File: src/rtl/mult_pkg.sv
// Shared types and the range-check helper for the filter datapath blocks.
package mult_pkg;

  typedef enum logic {
    RND_TRUNC   = 1'b0,
    RND_HALF_UP = 1'b1
  } round_mode_e;

  // Working width of sat_narrow; callers sign-extend into it and cast the
  // result back down to their own output width.
  localparam int SAT_W = 64;

  typedef struct packed {
    logic [SAT_W-1:0] val;
    logic             ovf;
  } sat_res_t;

  // Range check against a signed out_width-bit word. Out-of-range values are
  // either clamped to the nearer bound or passed through for the caller to
  // truncate (wrap); ovf flags both cases.
  function automatic sat_res_t sat_narrow(input logic signed [SAT_W-1:0] value,
                                          input int                      out_width,
                                          input logic                    sat_en);
    logic signed [SAT_W-1:0] hi;
    logic signed [SAT_W-1:0] lo;
    sat_res_t                res;
    hi      = (64'sd1 <<< (out_width - 1)) - 64'sd1;
    lo      = -hi - 64'sd1;
    res.val = value;
    res.ovf = 1'b0;
    if (value > hi) begin
      res.ovf = 1'b1;
      if (sat_en) res.val = hi;
    end else if (value < lo) begin
      res.ovf = 1'b1;
      if (sat_en) res.val = lo;
    end
    return res;
  endfunction

endpackage

File: src/rtl/mult_round_sat.sv
// Combinational rescale of the full product: optional round-half-up bias,
// arithmetic right shift, then clamp or wrap into the output word.
module mult_round_sat
  import mult_pkg::*;
#(
  parameter int PROD_WIDTH = 12,
  parameter int OUT_WIDTH  = 6,
  parameter int FRAC_SHIFT = 5,
  parameter int ROUND_MODE = 0,
  parameter int SAT_EN     = 1
) (
  input  logic signed [PROD_WIDTH-1:0] prod,
  output logic signed [OUT_WIDTH-1:0]  out_data,
  output logic                         ovf
);

  // With no fractional bits to discard there is nothing to round.
  localparam int BIAS_SH = (FRAC_SHIFT > 0) ? FRAC_SHIFT - 1 : 0;
  localparam logic signed [PROD_WIDTH:0] BIAS =
    (ROUND_MODE == int'(RND_HALF_UP) && FRAC_SHIFT > 0) ?
      ((PROD_WIDTH+1)'(1) << BIAS_SH) : '0;

  logic signed [PROD_WIDTH:0] biased;
  logic signed [PROD_WIDTH:0] shifted;
  logic signed [SAT_W-1:0]    wide;
  sat_res_t                   res;

  // One extra bit of headroom keeps the bias add from overflowing.
  always_comb begin
    biased   = $signed({prod[PROD_WIDTH-1], prod}) + BIAS;
    shifted  = biased >>> FRAC_SHIFT;
    wide     = SAT_W'(shifted);
    res      = sat_narrow(wide, OUT_WIDTH, SAT_EN != 0);
    out_data = OUT_WIDTH'(res.val);
    ovf      = res.ovf;
  end

endmodule

File: src/rtl/mult_pipe.sv
// Pipelined signed fixed-point multiplier with rounding, saturation and a
// valid/ready handshake. All stages advance together on a single enable.
module mult_pipe
  import mult_pkg::*;
#(
  parameter int DATA_WIDTH  = 6,
  parameter int COEFF_WIDTH = 6,
  parameter int OUT_WIDTH   = DATA_WIDTH,
  parameter int FRAC_SHIFT  = COEFF_WIDTH - 1,
  parameter int LATENCY     = 2,
  parameter int ROUND_MODE  = 0,
  parameter int SAT_EN      = 1
) (
  input  logic                          clk,
  input  logic                          rst,
  input  logic                          in_valid,
  output logic                          in_ready,
  input  logic signed [DATA_WIDTH-1:0]  in_data,
  input  logic signed [COEFF_WIDTH-1:0] in_coeff,
  output logic                          out_valid,
  input  logic                          out_ready,
  output logic signed [OUT_WIDTH-1:0]   out_data,
  output logic                          out_ovf
);

  localparam int PROD_WIDTH = DATA_WIDTH + COEFF_WIDTH;

  logic                         en;
  logic [LATENCY-1:0]           vld_q, vld_d;
  logic signed [PROD_WIDTH-1:0] product;
  logic signed [PROD_WIDTH-1:0] fin_prod;
  logic                         fin_vld;
  logic signed [OUT_WIDTH-1:0]  rs_data;
  logic                         rs_ovf;
  logic signed [OUT_WIDTH-1:0]  out_data_q, out_data_d;
  logic                         out_ovf_q, out_ovf_d;

  assign en        = !vld_q[LATENCY-1] || out_ready;
  assign in_ready  = en;
  assign out_valid = vld_q[LATENCY-1];
  assign out_data  = out_data_q;
  assign out_ovf   = out_ovf_q;
  assign product   = PROD_WIDTH'(in_data) * PROD_WIDTH'(in_coeff);

  if (LATENCY == 1) begin : g_lat1
    assign fin_prod = product;
    assign fin_vld  = in_valid;
  end else begin : g_latn
    logic signed [PROD_WIDTH-1:0] prod_q [LATENCY-1];
    logic signed [PROD_WIDTH-1:0] prod_d [LATENCY-1];

    // Product register followed by pure delay stages; each loads only when
    // a valid beat moves into it.
    always_comb begin
      prod_d = prod_q;
      if (en && in_valid) prod_d[0] = product;
      for (int i = 1; i < LATENCY - 1; i++) begin
        if (en && vld_q[i-1]) prod_d[i] = prod_q[i-1];
      end
    end

    // Product and delay registers.
    always_ff @(posedge clk) begin
      for (int i = 0; i < LATENCY - 1; i++) begin
        if (rst) prod_q[i] <= '0;
        else     prod_q[i] <= prod_d[i];
      end
    end

    assign fin_prod = prod_q[LATENCY-2];
    assign fin_vld  = vld_q[LATENCY-2];
  end

  mult_round_sat #(
    .PROD_WIDTH (PROD_WIDTH),
    .OUT_WIDTH  (OUT_WIDTH),
    .FRAC_SHIFT (FRAC_SHIFT),
    .ROUND_MODE (ROUND_MODE),
    .SAT_EN     (SAT_EN)
  ) u_round_sat (
    .prod     (fin_prod),
    .out_data (rs_data),
    .ovf      (rs_ovf)
  );

  // Valid chain: shifts as a whole on enable, holds (bubbles included) otherwise.
  always_comb begin
    vld_d = vld_q;
    if (en) begin
      vld_d[0] = in_valid;
      for (int i = 1; i < LATENCY; i++) vld_d[i] = vld_q[i-1];
    end
  end

  // Final stage captures the rescaled result only when a valid beat lands.
  always_comb begin
    out_data_d = out_data_q;
    out_ovf_d  = out_ovf_q;
    if (en && fin_vld) begin
      out_data_d = rs_data;
      out_ovf_d  = rs_ovf;
    end
  end

  // Valid bits and output registers; reset discards every in-flight beat.
  always_ff @(posedge clk) begin
    if (rst) begin
      vld_q      <= '0;
      out_data_q <= '0;
      out_ovf_q  <= 1'b0;
    end else begin
      vld_q      <= vld_d;
      out_data_q <= out_data_d;
      out_ovf_q  <= out_ovf_d;
    end
  end

endmodule

File: config.mk
export PLATFORM = sky130hd
export DESIGN_NAME = mult_pipe
export DESIGN_NICKNAME = d
export VERILOG_FILES = /design/src/rtl/mult_pkg.sv /design/src/rtl/mult_round_sat.sv /design/src/rtl/mult_pipe.sv
export SDC_FILE = /design/constraint.sdc
export NUM_CORES = 1
export LEC_CHECK = 0
export ABC_AREA = 1
export CORE_MARGIN = 10
export CORE_UTILIZATION = 55
export DETAILED_ROUTE_END_ITERATION = 12
export PLACE_DENSITY = 0.9
export SLEW_MARGIN = 5
export SYNTH_ARGS = -nofsm -noshare
export SYNTH_HDL_FRONTEND = slang
export SYNTH_SLANG_ARGS = --single-unit
File: constraint.sdc
create_clock -name clk -period 6.48 [get_ports clk]
set_input_delay 0.972 -clock clk [delete_from_list [all_inputs] [get_ports clk]]
set_output_delay 0.972 -clock clk [all_outputs]
set_load 0.02 [all_outputs]
==> results.md, run 1 <==
- The run finished with clean final reports.
- The layout has 265 filler cells.
- The highest metal layer used by the detailed router is met4.
- Walking the worst path, the cells encountered are clkdlybuf4s50_1 > inv_1 > or2_2 > fa_1 > fa_1 > inv_1 > fa_1 > fa_1 > fa_1 > a31oi_1 > xor2_1 > nand2_1 > o211ai_1 > inv_1.
- The arrival time at the worst endpoint is 5160 ps.
- The max-capacitance violation count is 0.
- The switching power is 266.5 uW.
- The clock transition time at the flip-flop clock pins of the worst setup and hold paths is ~80 ps.
- Of the available clock period, the critical path in the final layout requires about three quarters.
- Among all stages on the critical path, the largest delay is contributed by fa_1.
- The total length of routed met3 wires is 175 um.
- The minimum hold slack is 468.4 ps.
- Dividing total power by cell area gives a power density of 248.5 nW/um2.
- Of the total power, combinational logic draws 68.9%.
- The synthesized netlist net count is approximately 330.
- The most prevalent standard cell on the critical path is fa_1.
- The first routing iteration left 96 violations.
- The number of vias per cell is 4.953.
- The wire length per cell is about 12 um.
- The final count of pins violating max slew was 0.
- The number of distinct library cells after synthesis is 26.
- Summed over all cells, the static leakage comes to 1.288 nW.
- The kind of end point of the critical path is a flip-flop.
- For this block, wires on met1 add up to 1552 um.
- The worst hold path belongs to the class flip-flop to flip-flop.
- Entering global routing, the biggest net connects 15 pins.
- Of the total synthesized cell area, the portion taken by XOR and XNOR cells is 1.777%.
- The share of synthesized area spent on multiplexers is 0%.
- Row generation in the floorplan step produced 21 rows.
- The first TritonRoute pass finished after 4 iterations.
- The worst hold path stage count is 2.
- 0 antenna diodes ended up in the layout.
- The buffer depth of the longest clock path is 2.
- The remaining routing DRC violations is 0.
- The shortest clock period the worst path allows after layout is ~5000 ps.
- The total negative slack for setup checks is 0 ps.
- The root cell of the clock tree is clkbuf_4.
- The endpoint identified for the worst register-to-register timing path is out_data[0].
- Wire segments on met2 add up to between 2000 and 2500 um in the final route.
- The clock tree from TritonCTS is built.
- Between clock sinks in the finished design, the worst skew comes to 4.698 ps.
- The placeable core area is approximately 3400 um2.
- The total clock buffers created by CTS is 3.
- Registers are responsible for 22.3% of the overall power.
- The post-route netlist has 3.741% of its cells at a drive strength greater than 1.
- The number of clock sinks seen by CTS is 16.
- The highest attainable clock frequency is 200.9 MHz.
- The synthesized netlist devotes 37.18% of its cell area to adder and majority cells.
- The number of endpoints with negative hold slack in the final report is 0.
- The die outline width is about 80 um.
- After detailed routing, the total wire length is 3972 um.
- Summing the areas of all and, or, nand and nor instances in the mapped netlist gives 21.89% of the synthesized area.
- The initial standard-cell utilization of the core is 58.18%.
- The depth of the CTS H-tree is 1.
- The cts-stage hold buffer count is 0.
- Setup repair after global routing left no endpoint under its margin.
- The source of the worst register-to-register timing path is vld_q[1].
- The average footprint of a synthesized cell is 7.330 um2.
- The number of setup buffers added after CTS is 0.
- Setup violations remaining at the end of the flow were counted as 0.
- The residual overflow from global routing is 0.
- The synthesis-to-layout area growth is 15.23%.
- The clock network burns approximately 8.8% of the power.
- The headroom to the max-slew limit is 68.59%.
- Yosys printed 0 warnings.
- The initial antenna violation count is 0.
- The peak supply drop is ~0.15 mV.
- Data on the critical path is required at its endpoint by 6660 ps.
- The largest incremental delay on the critical path is 560 ps.
- Sequential elements use 16.24% of the synthesized area.
- The setup path with the least slack is of type input port to flip-flop.
- The first-pass GRT wire length is around 7300 um.
- The clock latency at the later pin of the worst-skew pair is roughly 280 ps.
- The post-layout net count is 355.
- The register bit total from synthesis is 16.
- Net switching is 47.20% of the power.
- The synthesized netlist occupies a cell area of between 1500 and 2000 um2.
- The pin slew with the least headroom to its limit is 469.6 ps.
- The number of global-route vias before repair is 1769.
- The overall routing resource usage is 13.56%.
- The routability congestion estimate from global placement is 0.8614.
- 25 I/O pins were placed.
- Detailed routing inserted a total of 1684 vias.
- The die height is 79.88 um.
- The sort of element at the start of the critical path is an input port.
- The detail route stage leaves a number of antenna-violating nets equal to 0.
- The cell count after synthesis is 269.
- After clock tree synthesis, the repair step resized 0 gates.
- During placement, the flow inserted port buffers numbering 24.
- The worst slack after detailed placement is 1208 ps.
- The die outline area is 6380 um2.
- The detailed placer's ending HPWL is 3516 um.
- Of all nets on the critical path, the largest fanout is 6.
- The worst hold path terminates at out_data[5].
- The depth of the worst register-to-register path is 6.
- The dominant combinational cell family by area after synthesis is adder cells.
- The internal portion of the total power is 298.2 uW.
- The synthesized netlist devotes 8.376% of its cell area to compound gates.
- The worst path setup slack after routing is 1503 ps.
- In this run the most critical hold path is launched from out_data[5].
- The reg2reg setup slack is 5100 ps.
-- power by group through the flow --
stage	Sequential, mW	Combinational [mW]	Clock, mW
final	0.126	0.389	0.0496
after global placement	0.127	0.367	0
after floorplan	0.132	0.293	0
after detailed placement	0.128	0.387	0
after global routing	0.128	0.457	0.0552
after CTS	0.126	0.392	0.0524
-- cells in the mapped netlist, drive strengths merged --
| library cell | n | share of area (%) |
|---|---|---|
| buf | 1 | 0.38 |
| fa | 26 | 26 |
| a21oi | 17 | 4.5 |
| nand3b | 1 | 0.38 |
| nand4 | 1 | 0.32 |
| o211ai | 1 | 0.38 |
| or2 | 2 | 0.63 |
| nor2 | 18 | 3.4 |
| dlymetal6s2s | 1 | 0.63 |
| nand2 | 71 | 15 |
| xnor2 | 1 | 0.44 |
| nand3 | 8 | 2.3 |
| a31oi | 1 | 0.32 |
| a211oi | 1 | 0.38 |
| o21ai | 11 | 2.8 |
| ha | 17 | 11 |
| nor4 | 1 | 0.32 |
| inv | 71 | 14 |
| dfxtp | 16 | 16 |
| xor2 | 3 | 1.3 |
-- worst max path at each step --
stage	end	cells past startpoint	slack [ps]	start
6_report	fin_prod[8]	14	1500	in_coeff[5]
5_1_grt	fin_prod[8]	14	1310	in_coeff[5]
4_1_cts	fin_prod[8]	14	1520	in_coeff[5]
3_5_place_dp	fin_prod[8]	14	1210	in_coeff[5]
3_3_place_gp	fin_prod[8]	14	1330	in_coeff[5]
2_1_floorplan	fin_prod[8]	13	1940	in_coeff[5]
-- registers in the layout (all words and copies together) (netlist names) --
| signal | count |
|---|---|
| out_ovf | 1 |
| fin_prod | 7 |
| out_data | 6 |
| vld_q | 2 |
-- metal layers --
metal	up-vias	track usage (%)
met5	-	0
met4	0	4.930
met3	6	1.351
met2	38	27.02
met1	787	14.04
li1	853	-
-- worst max-delay path: cells and delay by family --
| family | cells | cell delay, ps |
|---|---|---|
| compound gates | 2 | 320 |
| simple gates | 2 | 380 |
| fa+ha+maj | 5 | 2590 |
| buf+inv | 4 | 740 |
| xor+xnor | 1 | 160 |
-- placed cells by master (no fill, tap or decap) --
cell and n:
o21ai_0 11, nand2_1 67, dfxtp_1 16, clkdlybuf4s50_1 24, a21oi_1 16, nand3_1 7, nand3b_1 1, or2_2 1
inv_2 1, a211oi_1 1, a31oi_1 1, xor2_1 3, nand3_2 1, fa_1 26, ha_1 17, nor2_1 18
nand2_4 2, o211ai_1 1, xnor2_1 1, clkbuf_4 3, nor4_1 1, or2_1 1, nand2_2 2, nand4_1 1
a21oi_2 1, inv_1 70
-- metrics by stage --
step | area, um2 | util, % | instances | power, mW
after detailed placement | 2250 | 66.37 | 337 | 0.5154
after CTS | 2272 | 67.04 | 340 | 0.5708
after global placement | 2250 | 66.37 | 337 | 0.4940
final | 2272 | 67.04 | 340 | 0.5647
after floorplan | 1972 | - | 269 | 0.4245
after global routing | 2272 | 67.04 | 340 | 0.6405
-- area by class of cell --
class	count	area, um2	area share, %
flip-flops and latches	16	320.3	14.10
repair buffers	24	240.2	10.57
inverters	71	266.5	11.73
clock buffers	3	22.52	0.9912
multi-input cells	180	1365	60.08
well taps	46	57.56	2.533
-- logic make-up (layout without fill, tap and decap cells) --
kind of cell               after synthesis  after routing
adders and majority gates               43             43
xor gates and xnor gates                 4              4
DFF                                     16             16
and+or+nand+nor                        102            102
buffers and inverters                   73             98
AOI/OAI and AO/OA                       31             31
No activity file was read; power rests on OpenSTA's default activity.
==> run 2, diff against run 1 <==
clock period = 4.9 ns   (was 6.48 ns; I/O delays follow)
==> run 2 against run 1 <==
Via count grew 0.83%; cell count grew 2.6%; worst hold slack lost 1.9 ps; highest routed layer unchanged; sequential share of layout area shrank 0.44 points; count of clock-buffer cells in the layout grew 1; sequential power grew 32%.
==> results.md, run 2 (synthesized netlist as in run 1, its figures left out) <==
- Run status: finished clean (unchanged).
- The initial standard-cell utilization of the core is 58.18% (unchanged).
- The final count of pins violating max slew is 0 (unchanged).
- The total of endpoints with negative setup slack in the final report came to 0 (unchanged).
- The first-iteration detailed-routing DRC count is 88 (was 96).
- The arrival time at the worst endpoint is 4740 ps (was 5160 ps).
- The depth of the CTS H-tree is 1 (unchanged).
- The total inserted antenna cells is 0 (unchanged).
- The power per cell area was 327.8 nW/um2 (was 248.5 nW/um2).
- The capturing point of the worst reg2reg path is fin_prod[7] (was out_data[0]).
- The initial antenna violation count is 0 (unchanged).
- The worst setup path endpoint is fin_prod[8] (unchanged).
- The die height is 79.88 um (unchanged).
- The post-layout net count came to 363 (was 355).
- The number of global-route vias before repair is 1774 (was 1769).
- The wire length per cell came to 11.39 um (was 11.68 um).
- The post-CTS setup buffer count is 0 (unchanged).
- The overall routing resource usage is 13.51% (was 13.56%).
- The number of placement rows is 21 (unchanged).
- The highest attainable clock frequency is about 220 MHz.
- The utilization after layout came to 69.21% (was 67.04%).
- The number of flip-flops under the largest register name came to 7 (unchanged).
- The first-pass GRT wire length is 7286 um (was 7272 um).
- The synthesis-to-layout area growth is 18.97% (was 15.23%).
- The fill cell total of the finished layout is 267 (was 265).
- The detailed placer's ending HPWL was 3449 um (was 3516 um).
- The root cell of the clock tree is clkbuf_4 (unchanged).
- The number of endpoints with negative hold slack in the final report is 0 (unchanged).
- The routed wire length is 3974 um (was 3972 um).
- Subtracting the final worst setup slack from the clock period gives 4554 ps.
- The residual overflow from global routing is 0 (unchanged).
- The type of the worst setup path is input port to flip-flop (unchanged).
- After layout, the worst path uses just over 90% of the clock period.
- The routability congestion estimate from global placement is 0.8641 (was 0.8614).
- The I/O pin count is 25 (unchanged).
- The total negative slack for setup checks is 0 ps (unchanged).
- Setup repair after global routing missed its margin: no (unchanged).
- The clock transition time at the flip-flop clock pins of the worst setup and hold paths is 90 ps (was 80 ps).
- The number of nets with antenna violations after detailed routing came to 0 (unchanged).
- The clock tree from TritonCTS is built (unchanged).
- The die outline area was 6380 um2 (unchanged).
- The post-cts gate resize count is 0 (unchanged).
- The total clock buffers created by CTS is 3 (unchanged).
- The number of vias per cell came to 4.865 (was 4.953).
- The total via count after detailed routing is 1698 (was 1684).
- The proportion of layout cells with a drive suffix above 1 was 6.601% (was 3.741%).
- The launching instance or port of the critical path is in_coeff[5] (unchanged).
- The die outline width is 79.88 um (unchanged).
- The worst min-delay path category was flip-flop to flip-flop (unchanged).
- Most used cells in the layout excluding fill and tap cells: inv_1, nand2_1, fa_1, clkdlybuf4s50_1, nor2_1 (unchanged).
- The headroom to the max-slew limit came to 67.19% (was 68.59%).
- The source of the worst register-to-register timing path is vld_q[1] (unchanged).
- The port buffer count is 24 (unchanged).
- The sort of element at the start of the critical path was an input port (unchanged).
- The pin count of the biggest net entering global routing was 15 (unchanged).
- The max-capacitance violation count is 0 (unchanged).
- The cts-stage hold buffer count came to 0 (unchanged).
- The buffer depth of the longest clock path is 2 (unchanged).
- The remaining routing DRC violations came to 0 (unchanged).
- The highest fanout seen on the critical path was 3 (was 6).
- The number of clock sinks seen by CTS is 16 (unchanged).
- The required time of the critical path is 5090 ps (was 6660 ps).
- The pin slew with the least headroom to its limit was 490.7 ps (was 469.6 ps).
- The clock latency at the later pin of the worst-skew pair is 280 ps (about the same).
- The depth of the worst register-to-register path is 8 (was 6).
- The leading cell type in the layout, fill and taps excluded is inv_1 (unchanged).
- The kind of end point of the critical path is a flip-flop (unchanged).
- The peak supply drop is 0.1924 mV (was 0.1463 mV).
- The reported leakage power was 1.334 nW (was 1.288 nW).
- The reg2reg setup slack is 3540 ps (was 5100 ps).
- The placeable core area was 3390 um2 (unchanged).
- The final worst clock skew is 2.730 ps (was 4.698 ps).
- The number of detailed-routing iterations run before antenna repair is 5 (was 4).
-- run 2: cell types whose count changed in the layout (fill, tap and decap cells not counted) --
cell / before / now
buf_4: 0 / 8
clkbuf_8: 0 / 1
-- run 2: metrics by stage --
stage	std cells	hold slack [ps]	total power [mW]	setup slack [ps]	area, um2
finish	349	466.5	0.7689	346.4	2346
CTS	349	468.9	0.7740	330.9	2346
global route	349	501.5	0.8732	23.72	2346
floorplan	269	449.6	0.5614	599.9	1972
global placement	345	451.6	0.6578	79.50	2310
detailed placement	345	455.2	0.6853	32.10	2310
-- run 2: layout make-up --
type	instances	area (um2)	share of cell area [%]
Clock buffer	4	36.28	1.547
Inverter	71	266.5	11.36
Multi-Input combinational cell	180	1365	58.19
Sequential cell	16	320.3	13.65
Tap cell	46	57.56	2.453
Timing Repair Buffer	32	300.3	12.80
-- run 2: worst min-delay path by stage --
stage                start          end  slack, ps  cells after the start
2_1_floorplan  fin_prod[5]  fin_prod[5]        450                      2
3_3_place_gp   out_data[5]  out_data[5]        450                      2
3_5_place_dp   out_data[5]  out_data[5]        460                      2
4_1_cts        out_data[5]  out_data[5]        470                      2
5_1_grt        out_data[3]  out_data[3]        500                      2
6_report       out_data[5]  out_data[5]        470                      2
-- run 2: worst max-delay path, cell delays in order --
cell and delay (ps):
clkdlybuf4s50_1 480, inv_1 50, or2_2 280, fa_1 510, fa_1 550, inv_1 50
fa_1 550, fa_1 470, fa_1 490, a31oi_1 220, xor2_1 160, nand2_1 60
o211ai_1 80, inv_1 50
-- run 2: routing by layer --
layer	track usage (%)	up-vias	share of wire, %
li1	-	870	-
met1	15.03	793	42
met2	25.32	31	53
met3	1.577	4	3.5
met4	5.282	0	0.60
met5	0	-	0
-- run 2: power by group --
part | switching [mW] | leakage [nW] | total [mW] | internal, mW
logic | 0.303 | 1.18 | 0.517 | 0.215
registers | 0.0126 | 0.132 | 0.166 | 0.154
clock network | 0.0399 | 0.0210 | 0.0852 | 0.0452
==> run 3, diff against run 2 <==
CTS_CLUSTER_DIAMETER = 150   (was not set)
RECOVER_POWER = 25   (was not set)
==> run 3 against run 2 <==
Maximum frequency hardly changed; first-iteration DRC count is 11% higher; clock skew hardly changed; sequential share of layout area is 0.11 points higher; setup slack hardly changed; register-to-register slack worse by 310 ps; design area is 0.80% lower; sequential power hardly changed; clock power hardly changed; critical endpoint unchanged; utilization is 0.55 points lower.
==> results.md, run 3 (synthesized netlist as in run 1, its figures left out) <==
- The highest fanout seen on the critical path is 3 (unchanged).
- The kind of end point of the critical path is a flip-flop (unchanged).
- The pin slew with the least headroom to its limit came to 493.2 ps (was 490.7 ps).
- The part of the total power dissipated in combinational logic was 67.2% (was 67.3%).
- The arrival time at the worst endpoint came to 4740 ps (about the same).
- The clock transition time at the flip-flop clock pins of the worst setup and hold paths was 90 ps (about the same).
- The final critical-path share of the clock period is 92.94% (was 92.93%).
- The root cell of the clock tree is clkbuf_4 (unchanged).
- The utilization after layout is 68.66% (was 69.21%).
- The design internal power is 412.1 uW (was 413.7 uW).
- The share of total power in the clock network is 11.1% (about the same).
- The depth of the CTS H-tree came to 1 (unchanged).
- The sequential share of power came to 21.7% (was 21.6%).
- The post-cts gate resize count came to 0 (unchanged).
- The pin count of the biggest net entering global routing was 15 (unchanged).
- The final count of pins violating max slew is 0 (unchanged).
- The total inserted antenna cells is 0 (unchanged).
- The sort of element at the start of the critical path is an input port (unchanged).
- The post-layout net count is 363 (unchanged).
- The power per cell area was 328.7 nW/um2 (was 327.8 nW/um2).
- The type of the worst setup path is input port to flip-flop (unchanged).
- The launching instance or port of the critical path is in_coeff[5] (unchanged).
- The max-capacitance violation count is 0 (unchanged).
- The final worst clock skew is 2.998 ps (was 2.730 ps).
- The die outline width is 79.88 um (unchanged).
- The die height came to 79.88 um (unchanged).
- The total via count after detailed routing was 1704 (was 1698).
- The wire length per cell was 11.39 um (about the same).
- The post-layout total power came to 765.0 uW (was 768.9 uW).
- The number of vias per cell came to 4.883 (was 4.865).
- The startpoint of the worst hold path is out_data[4] (was out_data[5]).
- The total cell area at the placement stage was 2310 um2 (unchanged).
- The first-pass GRT wire length was 7286 um (unchanged).
- The number of nets with antenna violations after detailed routing is 0 (unchanged).
- The total negative slack for setup checks is 0 ps (unchanged).
- The post-route cell area came to 2327 um2 (was 2346 um2).
- The port buffer count is 24 (unchanged).
- The total of endpoints with negative setup slack in the final report is 0 (unchanged).
- The number of endpoints with negative hold slack in the final report came to 0 (unchanged).
- The remaining routing DRC violations is 0 (unchanged).
- The synthesis-to-layout area growth was 18.02% (was 18.97%).
- The clock tree from TritonCTS is built (unchanged).
- The die outline area was 6380 um2 (unchanged).
- The routed wire length was 3975 um (was 3974 um).
- The required time of the critical path is 5090 ps (about the same).
- The highest attainable clock frequency was 219.6 MHz (about the same).
- The number of placement rows is 21 (unchanged).
- The routability congestion estimate from global placement is 0.8641 (unchanged).
- The number of detailed-routing iterations run before antenna repair is 4 (was 5).
- The source of the worst register-to-register timing path is vld_q[1] (unchanged).
- The reported leakage power is 1.337 nW (was 1.334 nW).
- Setup repair after global routing missed its margin: no (unchanged).
- The worst min-delay path category is flip-flop to flip-flop (unchanged).
- The initial antenna violation count is 0 (unchanged).
- The number of clock sinks seen by CTS was 16 (unchanged).
- The placeable core area came to 3390 um2 (unchanged).
- The switching share of total power came to 46.14% (was 46.20%).
- The clock latency at the later pin of the worst-skew pair is 280 ps (about the same).
- The residual overflow from global routing was 0 (unchanged).
- The proportion of layout cells with a drive suffix above 1 came to 5.611% (was 6.601%).
- The overall routing resource usage is 13.51% (unchanged).
- The peak supply drop is 0.1913 mV (was 0.1924 mV).
- The I/O pin count is 25 (unchanged).
- The headroom to the max-slew limit was 67.02% (was 67.19%).
- The shortest clock period the worst path allows after layout is 4554 ps (about the same).
- Most used cells in the layout excluding fill and tap cells: inv_1, nand2_1, fa_1, clkdlybuf4s50_1, nor2_1 (unchanged).
- The cts-stage hold buffer count is 0 (unchanged).
- The switching power is 353.0 uW (was 355.3 uW).
- The initial standard-cell utilization of the core is 58.18% (unchanged).
- The post-CTS setup buffer count came to 0 (unchanged).
- The total clock buffers created by CTS is 3 (unchanged).
- Run status: finished clean (unchanged).
- The leading cell type in the layout, fill and taps excluded is inv_1 (unchanged).
- The first-iteration detailed-routing DRC count is 98 (was 88).
- The number of flip-flops under the largest register name is 7 (unchanged).
- The detailed placer's ending HPWL is 3449 um (unchanged).
- The minimum hold slack is 464.1 ps (was 466.5 ps).
- The number of global-route vias before repair is 1774 (unchanged).
- The buffer depth of the longest clock path is 2 (unchanged).
run 3: cell count changes in the layout (fill, tap and decap cells not counted):
cell             before  now
or2_0                 0    1
a21oi_1              16   17
or2_1                 1    0
dlygate4sd3_1         0    2
clkdlybuf4s50_1      24   22
nand2_4               2    0
a21oi_2               1    0
nand2_1              67   69
run 3: per-stage QoR:
step	worst slack, ps	cells
global route	23.72	349
detailed placement	32.10	345
global placement	79.50	345
CTS	330.9	349
finish	346.0	349
floorplan	599.9	269
run 3: path summary, 6_finish.rpt:
path	to	slack, ps	cells after the start
setup / recovery	fin_prod[8]	350	14
hold reg to reg	out_data[4]	460	2
hold / removal	out_data[4]	460	2
setup reg to reg	out_data[2]	3230	6
run 3: layout make-up:
type	count	area, um2
Fill cell	271	1062
Clock buffer	4	36.28
Timing Repair Buffer	32	300.3
Multi-Input combinational cell	180	1346
Inverter	71	266.5
Tap cell	46	57.56
Sequential cell	16	320.3
run 3: per-layer routing:
| metal | wire length [um] | part of all wire [%] | global-route usage, % |
|---|---|---|---|
| met2 | 2133 | 54 | 25.32 |
| met1 | 1668 | 42 | 15.03 |
| met4 | 28 | 0.70 | 5.282 |
| met3 | 143 | 3.6 | 1.577 |
| met5 | 0 | 0 | 0 |
run 3: worst max-delay path: stages:
cell,delay [ps]
clkdlybuf4s50_1,480
inv_1,50
or2_2,280
fa_1,510
fa_1,550
inv_1,50
fa_1,550
fa_1,470
fa_1,490
a31oi_1,220
xor2_1,160
nand2_1,60
o211ai_1,80
inv_1,50
run 3: power groups by stage:
stage          clock (mW)  combinational, mW  sequential, mW
6_report           0.0850              0.514           0.166
5_1_grt            0.0917              0.610           0.168
4_1_cts            0.0851              0.522           0.166
3_5_place_dp            0              0.516           0.169
3_3_place_gp            0              0.490           0.168
2_1_floorplan           0              0.387           0.174
